--- config.mk ---
export PLATFORM = sky130hd
export DESIGN_NAME = pwm_spi_master_flat
export DESIGN_NICKNAME = d
export VERILOG_FILES = /design/src/rtl/pwm_spi_master_if.sv /design/src/rtl/pwm_spi_master.sv /design/src/flat_wrapper.sv
export SDC_FILE = /design/constraint.sdc
export NUM_CORES = 1
export LEC_CHECK = 0
export ABC_AREA = 1
export CELL_PAD_IN_SITES_DETAIL_PLACEMENT = 2
export CELL_PAD_IN_SITES_GLOBAL_PLACEMENT = 2
export CORE_ASPECT_RATIO = 0.6
export CORE_MARGIN = 2
export CORE_UTILIZATION = 35
export CTS_CLUSTER_DIAMETER = 80
export DETAILED_ROUTE_END_ITERATION = 8
export PLACE_DENSITY = 0.88
export SYNTH_ARGS = -nofsm -noshare
export SYNTH_HDL_FRONTEND = slang
export SYNTH_SLANG_ARGS = --single-unit
--- constraint.sdc ---
create_clock -name clk -period 5.5 [get_ports clk]
set_clock_uncertainty 0.15 [all_clocks]
set_input_delay 1.1 -clock clk [delete_from_list [all_inputs] [get_ports clk]]
set_output_delay 1.1 -clock clk [all_outputs]
set_load 0.02 [all_outputs]
--- src/rtl/pwm_spi_master_if.sv ---
// pwm_spi_master_if: command handshake and receive-side status between a host and pwm_spi_master.
interface pwm_spi_master_if;
    logic        tx_valid;
    logic        tx_ready;
    logic [7:0]  motor1_in;
    logic [7:0]  motor2_in;
    logic [15:0] rx_data;
    logic        done;
    logic        busy;
    modport master (input tx_valid, motor1_in, motor2_in, output tx_ready, rx_data, done, busy);
    modport slave  (output tx_valid, motor1_in, motor2_in, input tx_ready, rx_data, done, busy);
endinterface

--- src/rtl/pwm_spi_master.sv ---
// pwm_spi_master: SPI initiator sending {motor1_in, motor2_in} MSB-first inside a load frame,
// capturing sdo full-duplex; all pins and status come straight from registers.
module pwm_spi_master #(
    parameter int CLK_DIV    = 4,
    parameter int GAP_CYCLES = 8
) (
    input  logic             clk,
    input  logic             reset,
    pwm_spi_master_if.master bus,
    output logic             sck,
    output logic             sdi,
    output logic             load,
    input  logic             sdo
);
    localparam logic [7:0] DIV_LAST = 8'(CLK_DIV - 1);
    localparam logic [7:0] GAP_LAST = 8'(GAP_CYCLES - 1);
    typedef enum logic [2:0] {IDLE, SETUP, SCK_HI, SCK_LO, GAP} state_t;
    state_t      state, state_d;
    logic [7:0]  cnt, cnt_d;
    logic [3:0]  idx, idx_d;
    logic [15:0] tx_shift, tx_shift_d, rx_shift, rx_shift_d, rx_data, rx_data_d;
    logic        trail, trail_d, sck_d, sdi_d, load_d, done, done_d, busy, busy_d, ready, ready_d;
    logic        div_end, gap_end;
    assign div_end      = cnt == DIV_LAST;
    assign gap_end      = cnt == GAP_LAST;
    assign bus.tx_ready = ready;
    assign bus.rx_data  = rx_data;
    assign bus.done     = done;
    assign bus.busy     = busy;
    always_comb begin
        state_d    = state;
        cnt_d      = cnt;
        idx_d      = idx;
        tx_shift_d = tx_shift;
        rx_shift_d = rx_shift;
        rx_data_d  = rx_data;
        trail_d    = trail;
        sck_d      = sck;
        sdi_d      = sdi;
        load_d     = load;
        done_d     = 1'b0;
        busy_d     = busy;
        ready_d    = ready;
        case (state)
            IDLE: begin
                ready_d = 1'b1;
                if (bus.tx_valid && ready) begin
                    tx_shift_d = {bus.motor1_in, bus.motor2_in};
                    idx_d      = 4'd15;
                    trail_d    = 1'b0;
                    cnt_d      = 8'd0;
                    load_d     = 1'b1;
                    busy_d     = 1'b1;
                    sdi_d      = bus.motor1_in[7];
                    ready_d    = 1'b0;
                    state_d    = SETUP;
                end
            end
            SETUP: begin
                cnt_d = div_end ? 8'd0 : cnt + 8'd1;
                if (div_end) begin
                    sck_d   = 1'b1;
                    state_d = SCK_HI;
                end
            end
            SCK_HI: begin
                cnt_d = div_end ? 8'd0 : cnt + 8'd1;
                if (div_end) begin
                    rx_shift_d = {rx_shift[14:0], sdo};
                    sck_d      = 1'b0;
                    state_d    = SCK_LO;
                    // after the last bit one more low phase runs as the trail before load drops
                    if (idx == 4'd0) trail_d = 1'b1;
                    else begin
                        idx_d = idx - 4'd1;
                        sdi_d = tx_shift[idx - 4'd1];
                    end
                end
            end
            SCK_LO: begin
                cnt_d = div_end ? 8'd0 : cnt + 8'd1;
                if (div_end && trail) begin
                    load_d    = 1'b0;
                    done_d    = 1'b1;
                    rx_data_d = rx_shift;
                    sdi_d     = 1'b0;
                    trail_d   = 1'b0;
                    state_d   = GAP;
                    if (GAP_CYCLES == 0) begin
                        state_d = IDLE;
                        busy_d  = 1'b0;
                        ready_d = 1'b1;
                    end
                end else if (div_end) begin
                    sck_d   = 1'b1;
                    state_d = SCK_HI;
                end
            end
            GAP: begin
                cnt_d = gap_end ? 8'd0 : cnt + 8'd1;
                if (gap_end) begin
                    state_d = IDLE;
                    busy_d  = 1'b0;
                    ready_d = 1'b1;
                end
            end
            default: state_d = IDLE;
        endcase
    end
    always_ff @(posedge clk or negedge reset) begin
        if (!reset) begin
            state    <= IDLE;
            cnt      <= 8'd0;
            idx      <= 4'd0;
            tx_shift <= 16'd0;
            rx_shift <= 16'd0;
            rx_data  <= 16'd0;
            trail    <= 1'b0;
            sck      <= 1'b0;
            sdi      <= 1'b0;
            load     <= 1'b0;
            done     <= 1'b0;
            busy     <= 1'b0;
            ready    <= 1'b0;
        end else begin
            state    <= state_d;
            cnt      <= cnt_d;
            idx      <= idx_d;
            tx_shift <= tx_shift_d;
            rx_shift <= rx_shift_d;
            rx_data  <= rx_data_d;
            trail    <= trail_d;
            sck      <= sck_d;
            sdi      <= sdi_d;
            load     <= load_d;
            done     <= done_d;
            busy     <= busy_d;
            ready    <= ready_d;
        end
    end
endmodule

--- src/flat_wrapper.sv ---
// flat-port wrapper written by rule: the top's interface ports become plain ports
module pwm_spi_master_flat 
#(
    parameter int CLK_DIV    = 4,
    parameter int GAP_CYCLES = 8
)
  (clk, reset, sck, sdi, load, sdo, bus_tx_valid, bus_motor1_in, bus_motor2_in, bus_tx_ready, bus_rx_data, bus_done, bus_busy);
  pwm_spi_master_if bus_i ();
  input  logic clk;
  input  logic reset;
  output logic sck;
  output logic sdi;
  output logic load;
  input  logic sdo;
  input wire logic [$bits(bus_i.tx_valid)-1:0] bus_tx_valid;
  input wire logic [$bits(bus_i.motor1_in)-1:0] bus_motor1_in;
  input wire logic [$bits(bus_i.motor2_in)-1:0] bus_motor2_in;
  output wire logic [$bits(bus_i.tx_ready)-1:0] bus_tx_ready;
  output wire logic [$bits(bus_i.rx_data)-1:0] bus_rx_data;
  output wire logic [$bits(bus_i.done)-1:0] bus_done;
  output wire logic [$bits(bus_i.busy)-1:0] bus_busy;
  assign bus_i.tx_valid = bus_tx_valid;
  assign bus_i.motor1_in = bus_motor1_in;
  assign bus_i.motor2_in = bus_motor2_in;
  assign bus_tx_ready = bus_i.tx_ready;
  assign bus_rx_data = bus_i.rx_data;
  assign bus_done = bus_i.done;
  assign bus_busy = bus_i.busy;
  pwm_spi_master #(.CLK_DIV(CLK_DIV), .GAP_CYCLES(GAP_CYCLES)) u_core (.clk(clk), .reset(reset), .bus(bus_i), .sck(sck), .sdi(sdi), .load(load), .sdo(sdo));
endmodule
After elaboration in Yosys (flattened, before gate mapping)
Index checks and enable logic that the tools add are counted.
{"block": "classes", "addsub": 2, "n_div": 0, "eq_ne": 13, "n_reduce_logical": 23, "n_bitwise": 0, "n_mux": 38, "magnitude_cmp": 1, "shift": 0, "n_mul": 0}
{"cell": "$mux 8", "count": 3}
{"cell": "$pmux 8 s3", "count": 1}
{"cell": "$mux 1", "count": 17}
{"cell": "$mux 3", "count": 5}
{"cell": "$pmux 3 s5", "count": 1}
{"cell": "$mux 4", "count": 3}
{"cell": "$reduce_and 3->1", "count": 4}
{"cell": "$ne 2x1->1 const B", "count": 5}
{"cell": "$reduce_and 2->1", "count": 5}
{"cell": "$reduce_and 5->1", "count": 2}
{"cell": "$pmux 1 s3", "count": 3}
{"cell": "$reduce_bool 3->1", "count": 3}
{"cell": "$add 8x1->8 const B", "count": 1}
{"cell": "$eq 8x2->1 const B", "count": 1}
{"cell": "$eq 8x3->1 const B", "count": 1}
{"cell": "$pmux 4 s2", "count": 1}
{"cell": "$eq 3x2->1 const B", "count": 2}
{"cell": "$pmux 1 s2", "count": 3}
{"cell": "$reduce_bool 2->1", "count": 3}
{"cell": "$lt 4x5->1 const B", "count": 1}
{"cell": "$bmux 1 s4", "count": 1}
{"cell": "$logic_not 4->1", "count": 1}
{"cell": "$ne 2x2->1 const B", "count": 2}
{"cell": "$reduce_and 4->1", "count": 1}
{"cell": "other kinds (6)", "count": 7}
{"block": "totals", "register_bits": 70, "mem_bits_rw": 0, "out_inout_bits": 22, "latch_bits": 0, "mem_count": 0, "mem_bits_ro": 0}

Longest topological paths before layout
Gate-level depths: netlist of run 1.
{"block": "logic_depth", "depth_word": 6, "depth_mapped": 14, "mapped_depth_nobuf": 12}

Least setup slack after synthesis of run 1
No wires, ideal clock.
{"block": "synth_path", "path_type": "input -> register", "start": "in bus_tx_valid", "end": "reg u_core.idx[0]", "n_path_buf": 0, "required_ps": 5230, "arrival_time_ps": 1630, "setup_ps": 120, "path_stages": 6, "setup_slack_ps": 3600, "path_cell_list": "nand2_1 -> nand2_1 -> and3_1 -> inv_1 -> nand2_1 -> nand2_1"}
{"block": "synth_via", "elab_chain_len": 3}
{"element": "start: declaration", "line_no": "flat_wrapper.sv:15", "text": "input wire logic [$bits(bus_i.tx_valid)-1:0] bus_tx_valid;"}
{"element": "$logic_and 1x1->1", "line_no": "pwm_spi_master.sv:47", "text": "if (bus.tx_valid && ready) begin"}
{"element": "$ne 2x1->1 (no line)"}
{"element": "$reduce_and 4->1 (no line)"}
{"element": "end signal: assignment", "line_no": "pwm_spi_master.sv:128", "text": "idx <= idx_d;"}
{"element": "end: declaration", "line_no": "pwm_spi_master.sv:20", "text": "logic [3:0] idx, idx_d;"}
Every way passes these cells.
A chain may end at the register's enable or synchronous reset.

Worst setup path after layout of run 1
{"block": "layout_path", "start": "reg u_core.ready, in the netlist u_core.bus.tx_ready", "end": "out bus_tx_ready"}
{"element": "start: declaration", "line_no": "pwm_spi_master.sv:22", "text": "logic trail, trail_d, sck_d, sdi_d, load_d, done, done_d, busy, busy_d, ready, ready_d;"}
{"element": "start signal: assignment", "line_no": "pwm_spi_master.sv:138", "text": "ready <= ready_d;"}
{"element": "end: declaration", "line_no": "flat_wrapper.sv:18", "text": "output wire logic [$bits(bus_i.tx_ready)-1:0] bus_tx_ready;"}
No word-level cell between the ends.

==> results of run 1 <==
==> cells in the mapped netlist, drive strengths merged (3+ instances only) <==
master and n:
o21ai 47, dfrtp 70, nand4 4, nand3 31, nand2 141, inv 49, nor2 14, ha 3
a21oi 8, buf 10
==> cells by family after synthesis <==
kind of cell	Yosys count
compound gates	58
xor+xnor	1
fa+ha+maj	3
buf+inv	60
flops	70
simple gates	192
==> per-layer routing <==
metal  vias to the layer above  share of wire (%)  GRT usage, %
met4                         0                1.4         6.813
met5                         -                  0             0
met1                      1349                 47         28.48
met2                        37                 48         34.65
li1                       1298                  -             -
met3                        13                3.4         5.590
==> final cells by class <==
| class | instances | area [um^2] |
|---|---|---|
| flip-flops and latches | 70 | 1752 |
| inverters | 49 | 183.9 |
| fillers | 1005 | 5097 |
| multi-input cells | 254 | 1219 |
| well taps | 116 | 145.1 |
| clock inverters | 5 | 35.03 |
| clock buffers | 11 | 242.7 |
| repair buffers | 42 | 412.9 |
==> sequential cells by signal, summed over array words and instances (netlist names), 3 cells and up <==
| signal | count |
|---|---|
| u_core.bus.rx_data | 16 |
| u_core.rx_shift | 16 |
| u_core.state | 3 |
| u_core.tx_shift | 16 |
| u_core.cnt | 8 |
| u_core.idx | 4 |
==> report_power, final <==
part | total [mW] | internal (mW) | switching (mW)
Clock | 0.547 | 0.317 | 0.231
Sequential | 0.749 | 0.646 | 0.103
Combinational | 0.725 | 0.237 | 0.487
==> worst max-delay path by stage <==
stage	start	cells past startpoint	end
global placement	bus_tx_valid	5	u_core.load
finish	u_core.bus.tx_ready	1	bus_tx_ready
global route	u_core.idx[0]	10	u_core.sdi
CTS	u_core.bus.tx_ready	1	bus_tx_ready
detailed placement	bus_tx_valid	5	u_core.cnt[2]
floorplan	bus_tx_valid	6	u_core.idx[0]
==> per-stage QoR <==
| stage | setup slack [ns] | cell area [um^2] | cells |
|---|---|---|---|
| floorplan | 3.600 | 3232 | 384 |
| detailed placement | 2.820 | 3712 | 531 |
| CTS | 2.836 | 3990 | 547 |
| global route | 2.772 | 3990 | 547 |
| global placement | 2.868 | 3712 | 531 |
| finish | 2.855 | 3990 | 547 |
==> metrics.csv, run 1 <==
stage,metric,value,unit
run_status,status,"finished, final reports clean",
finish,fin util,43.91,%
cts,clk_lat worst skew,0.34,ns
sta,Hold Fails Final Rpt,0,
global_routing,vias in the first global route,3082,
sta,final hold slack,0.3361,ns
yosys,Post-synth top flop,dfrtp_1,
yosys,largest family of logic cells by synthesized area,simple AND/OR/NAND/NOR gates,
finish,layout cell share with drive strength beyond 1,7.889,%
setup_path,CP required,4.25,ns
worst_hold_path,Hold Startpoint,u_core.idx[1],
drt,Vias/cell,4.931,
floorplan,Die Span X,128.1,um
floorplan,DIE AREA,0.01004,mm^2
cts,total CTS buffers,9,
finish,nets@finish,449,
sta,crit path time final,2.645,ns
setup_path,r2r setup slk,3.04,ns
setup_path,worst reg2reg path depth,10,
sta,final worst-path cycle share,48.09,%
cts,cts-stage hold buffer count,0,
placed_design,DP Wirelength,6526,um
setup_path,CP Max Fanout,4,
pwr,maximum VDD drop,0.1720,mV
cts,total clock sinks,70,
drt,Final ANT Viol Nets,0,
run,max-cap violations,0,
finish,most frequent cells in the layout,"nand2_1, dfrtp_1, inv_1",
cts,CTS tree,yes,
finish,"most common cell after layout, fill and taps aside",nand2_1,
cts,H-tree depth,3,
drt,via count,2697,
cts,Post-CTS Setup Bufs,0,
yosys,number of library cell types mapped by synthesis,29,
yosys,cell taking the most area after synthesis,dfrtp_1,
yosys,mapped cell area,0.003232,mm^2
setup_path,Worst Path Buf+Inv,1,
cts,Worst-path clk slew,0.06,ns
yosys,Area contributors post-synth,"dfrtp_1, nand2_1, inv_1",
drt,drt drc,0,
pwr,total power,2.021,mW
sta,# setup viols final,0,
cts,Post-CTS Resized,0,
yosys,syn avg cell area,8.416,um^2
setup_path,CP max-delay cell,clkdlybuf4s50_1,
setup_path,Worst Setup Path Type,register to primary output,
cts,Longest Clk Path Bufs,2,
pwr,Lkg Pwr,1.909,nW
sta,max frequency,0.3781,GHz
sta,Tightest Pin Transition,0.8962,ns
yosys,Synth top area share,54.20,%
sta,final setup TNS,0,ns
drt,WL final,9598,um
setup_path,Critical Path Sink Type,primary output,
yosys,Synth Area in Compound Gates,9.485,%
setup_path,"CP delay by family, top",buffers and inverters,
yosys,adder-cell share of the synthesized area,1.161,%
finish,antenna cell count,0,
pwr,Power Density,506.5,mW/mm^2
setup_path,Worst path max stage delay,0.63,ns
yosys,Post-Synthesis Cells,384,
setup_path,R2R Path End,u_core.sdi,
global_routing,Tot GR Track Use,21.49,%
drt,initial DRC count,105,
floorplan,# rows,27,
floorplan,die height,78.44,um
yosys,Yosys reg bits,70,
setup_path,crit path DAT,1.40,ns
setup_path,reg-to-reg startpoint,u_core.idx[0],
drt,drt pass-1 iters,4,
worst_hold_path,hold endpoint,u_core.idx[1],
yosys,Post-Synth Simple-Gate Area,26.79,%
setup_path,CP Launch Type,register,
sta,RSZ-0062 raised after global routing,false,
yosys,XOR/XNOR Fraction of Synth Area,0.2710,%
worst_hold_path,HP Class,register to register,
yosys,asr flop ratio synth,100.0,%
yosys,Post-synth EDFFs,0,
cts,Root Driver,clkbuf_16,
drt,routed len/inst,17.55,um
setup_path,crit path cell chain,clkdlybuf4s50_1,
yosys,syn_nets,407,
yosys,Yosys Warn Count,0,
global_routing,total gr overflow,0,
global_routing,initial antenna violation count,0,
yosys,sequential-to-total area share from yosys stat,54.20,%
finish,Layout area overhead,23.46,%
global_routing,first-pass GRT wire length,16350,um
sta,Worst slew margin,40.26,%
floorplan,initial core utilization,35.56,%
global_routing,largest net degree at the start of global routing,71,
placed_design,port bufs,41,
sta,Max Slew Vio Count,0,
yosys,post-synthesis mux area share,0,%
worst_hold_path,hold depth,2,
floorplan,boundary pin count,42,
floorplan,Core ar.,0.009087,mm^2
placed_design,Final GP Congestion,0.7530,
Note: power is estimated with default switching activity, not from simulation.
==> run 2: changes to the inputs <==
CORE_UTILIZATION = 30   (was 35)
PLACE_DENSITY = 0.81   (was 0.88)
clock period = 2.4 ns   (was 5.5 ns; I/O delays follow)
==> run 2 against run 1 <==
Net effect: sequential share of layout area fell by 0.66 points; clock power is 130% higher; via count is 0.59% lower; flip-flop and latch count unchanged; combinational power increased by 130%; non-clock buffer count increased by 3; final cell count rose by 4.8%; largest power group unchanged.
==> metrics.csv, run 2 (same netlist as run 1, synthesis figures left out) <==
stage,metric,value,unit,change
run_status,status,"finished, final reports clean",,
setup_path,crit path DAT,1.42,ns,+0.02 ns
setup_path,crit path cell chain,clkdlybuf4s50_1,,
floorplan,die height,84.40,um,+7.6%
floorplan,DIE AREA,0.01165,mm^2,+16%
floorplan,# rows,29,,+7.4%
placed_design,Final GP Congestion,0.8007,,+6.3%
finish,antenna cell count,0,,unchanged
setup_path,CP max-delay cell,clkdlybuf4s50_1,,
setup_path,Worst Setup Path Type,register to primary output,,
placed_design,Placed Cells,557,,+4.9%
cts,Root Driver,clkbuf_16,,
finish,fin cells,573,,+4.8%
pwr,Power Density,1144,mW/mm^2,+130%
cts,Worst-path clk slew,0.06,ns,about the same
finish,Regs by FF count,"u_core.bus.rx_data: 16 flops, u_core.rx_shift: 16 flops, u_core.tx_shift: 16 flops",,
global_routing,Tot GR Track Use,17.23,%,-4.3 points
global_routing,vias in the first global route,2975,,-3.5%
sta,Worst slew margin,70.78,%,+31 points
finish,"most common cell after layout, fill and taps aside",nand2_1,,
finish,flip-flop and latch area,0.001752,mm^2,unchanged
drt,WL final,8973,um,-6.5%
run,max-cap violations,0,,unchanged
sta,# setup viols final,0,,unchanged
sta,final setup TNS,0,ns,unchanged
floorplan,initial core utilization,30.71,%,-4.9 points
finish,Layout area overhead,25.36,%,
finish,layout cell share with drive strength beyond 1,8.525,%,+0.64 points
finish,multi-input logic area,0.001219,mm^2,unchanged
sta,Tightest Pin Transition,0.4384,ns,-0.4578 ns
cts,Longest Clk Path Bufs,2,,unchanged
setup_path,Worst Path Buf+Inv,1,,unchanged
worst_hold_path,HP Class,primary input to asynchronous set/reset pin,,
cts,total CTS buffers,9,,unchanged
placed_design,Place WS,0.3577,ns,-2.463 ns
sta,max frequency,0.4880,GHz,
cts,total clock sinks,70,,unchanged
sta,final worst-path cycle share,85.39,%,
cts,CTS tree,yes,,
setup_path,Worst path max stage delay,0.64,ns,about the same
drt,Vias/cell,4.679,,-5.1%
finish,most frequent cells in the layout,"nand2_1, dfrtp_1, inv_1",,
placed_design,DP Wirelength,6420,um,-1.6%
global_routing,total gr overflow,0,,unchanged
drt,Final ANT Viol Nets,0,,unchanged
sta,final hold slack,0.007829,ns,-0.3283 ns
placed_design,port bufs,41,,unchanged
global_routing,initial antenna violation count,0,,unchanged
setup_path,CP Max Fanout,4,,unchanged
cts,H-tree depth,3,,unchanged
sta,Final WS setup,0.3507,ns,-2.504 ns
pwr,Lkg Pwr,1.934,nW,+1.3%
cts,cts-stage hold buffer count,0,,unchanged
finish,nets@finish,452,,+0.67%
global_routing,largest net degree at the start of global routing,71,,unchanged
sta,Hold Fails Final Rpt,0,,unchanged
setup_path,Critical Path Sink Type,primary output,,
drt,drt pass-1 iters,4,,unchanged
drt,routed len/inst,15.66,um,-11%
sta,Max Slew Vio Count,0,,unchanged
setup_path,CP Launch Type,register,,
floorplan,Die Span X,138.0,um,+7.8%
sta,crit path time final,2.049,ns,
cts,clk_lat worst skew,0.34,ns,about the same
sta,RSZ-0062 raised after global routing,false,,
pwr,maximum VDD drop,0.3912,mV,+130%
cts,Post-CTS Setup Bufs,0,,unchanged
floorplan,boundary pin count,42,,unchanged
drt,drt drc,0,,unchanged
setup_path,"CP delay by family, top",buffers and inverters,,
drt,initial DRC count,137,,+30%
finish,filler cell count,1194,,+19%
setup_path,CP required,1.77,ns,-2.48 ns
global_routing,first-pass GRT wire length,15410,um,-5.7%
cts,Post-CTS Resized,0,,unchanged
drt,via count,2681,,-0.59%
floorplan,Core ar.,0.01052,mm^2,+16%
==> run 2: cell types whose count changed in the layout (fill, tap and decap cells not counted) <==
cell | previous run | this run
buf_12 | 0 | 1
buf_4 | 1 | 3
clkbuf_8 | 1 | 0
clkinv_4 | 0 | 1
clkinvlp_4 | 4 | 2
inv_6 | 0 | 2
==> run 2: path summary, 6_finish.rpt <==
check | slack, ns | start | endpoint | cells past startpoint
hold reg to reg | 0.34 | u_core.tx_shift[8] | u_core.tx_shift[8] | 2
min in group clk | 0.34 | u_core.tx_shift[8] | u_core.tx_shift[8] | 2
setup / recovery | 0.35 | u_core.bus.tx_ready | bus_tx_ready | 1
hold / removal | 0.008 | reset | u_core.tx_shift[4] | 2
max in group asynchronous | 1.77 | reset | u_core.cnt[5] | 2
setup reg to reg | 0.44 | u_core.cnt[0] | u_core.trail | 10
==> run 2: per-stage QoR <==
stage / total power [mW] / instance area (um^2) / utilization (%)
2_1_floorplan: 2.814 / 3232 / -
3_3_place_gp: 3.281 / 3776 / 35.89
3_5_place_dp: 3.408 / 3776 / 35.89
4_1_cts: 4.698 / 4051 / 38.50
5_1_grt: 5.009 / 4051 / 38.50
6_report: 4.634 / 4051 / 38.50
==> run 2: final cells by class <==
class	count	area share, %
flip-flops and latches	70	43.24
multi-input cells	254	30.08
repair buffers	45	11.06
clock buffers	10	5.652
inverters	49	4.540
well taps	139	4.293
clock inverters	6	1.143
==> run 2: per-layer routing <==
| metal | track usage, % | part of all wire, % |
|---|---|---|
| met2 | 25.79 | 44 |
| met4 | 3.154 | 0.84 |
| met5 | 0 | 0 |
| met1 | 24.52 | 51 |
| met3 | 5.797 | 3.6 |
==> run 2: power by group <==
| part | total, mW | switching (mW) | leakage, nW | internal [mW] |
|---|---|---|---|---|
| Clock | 1.24 | 0.537 | 0.129 | 0.707 |
| Sequential | 1.70 | 0.218 | 0.908 | 1.48 |
| Combinational | 1.69 | 1.12 | 0.896 | 0.572 |
| Total | 4.63 | 1.87 | 1.93 | 2.76 |
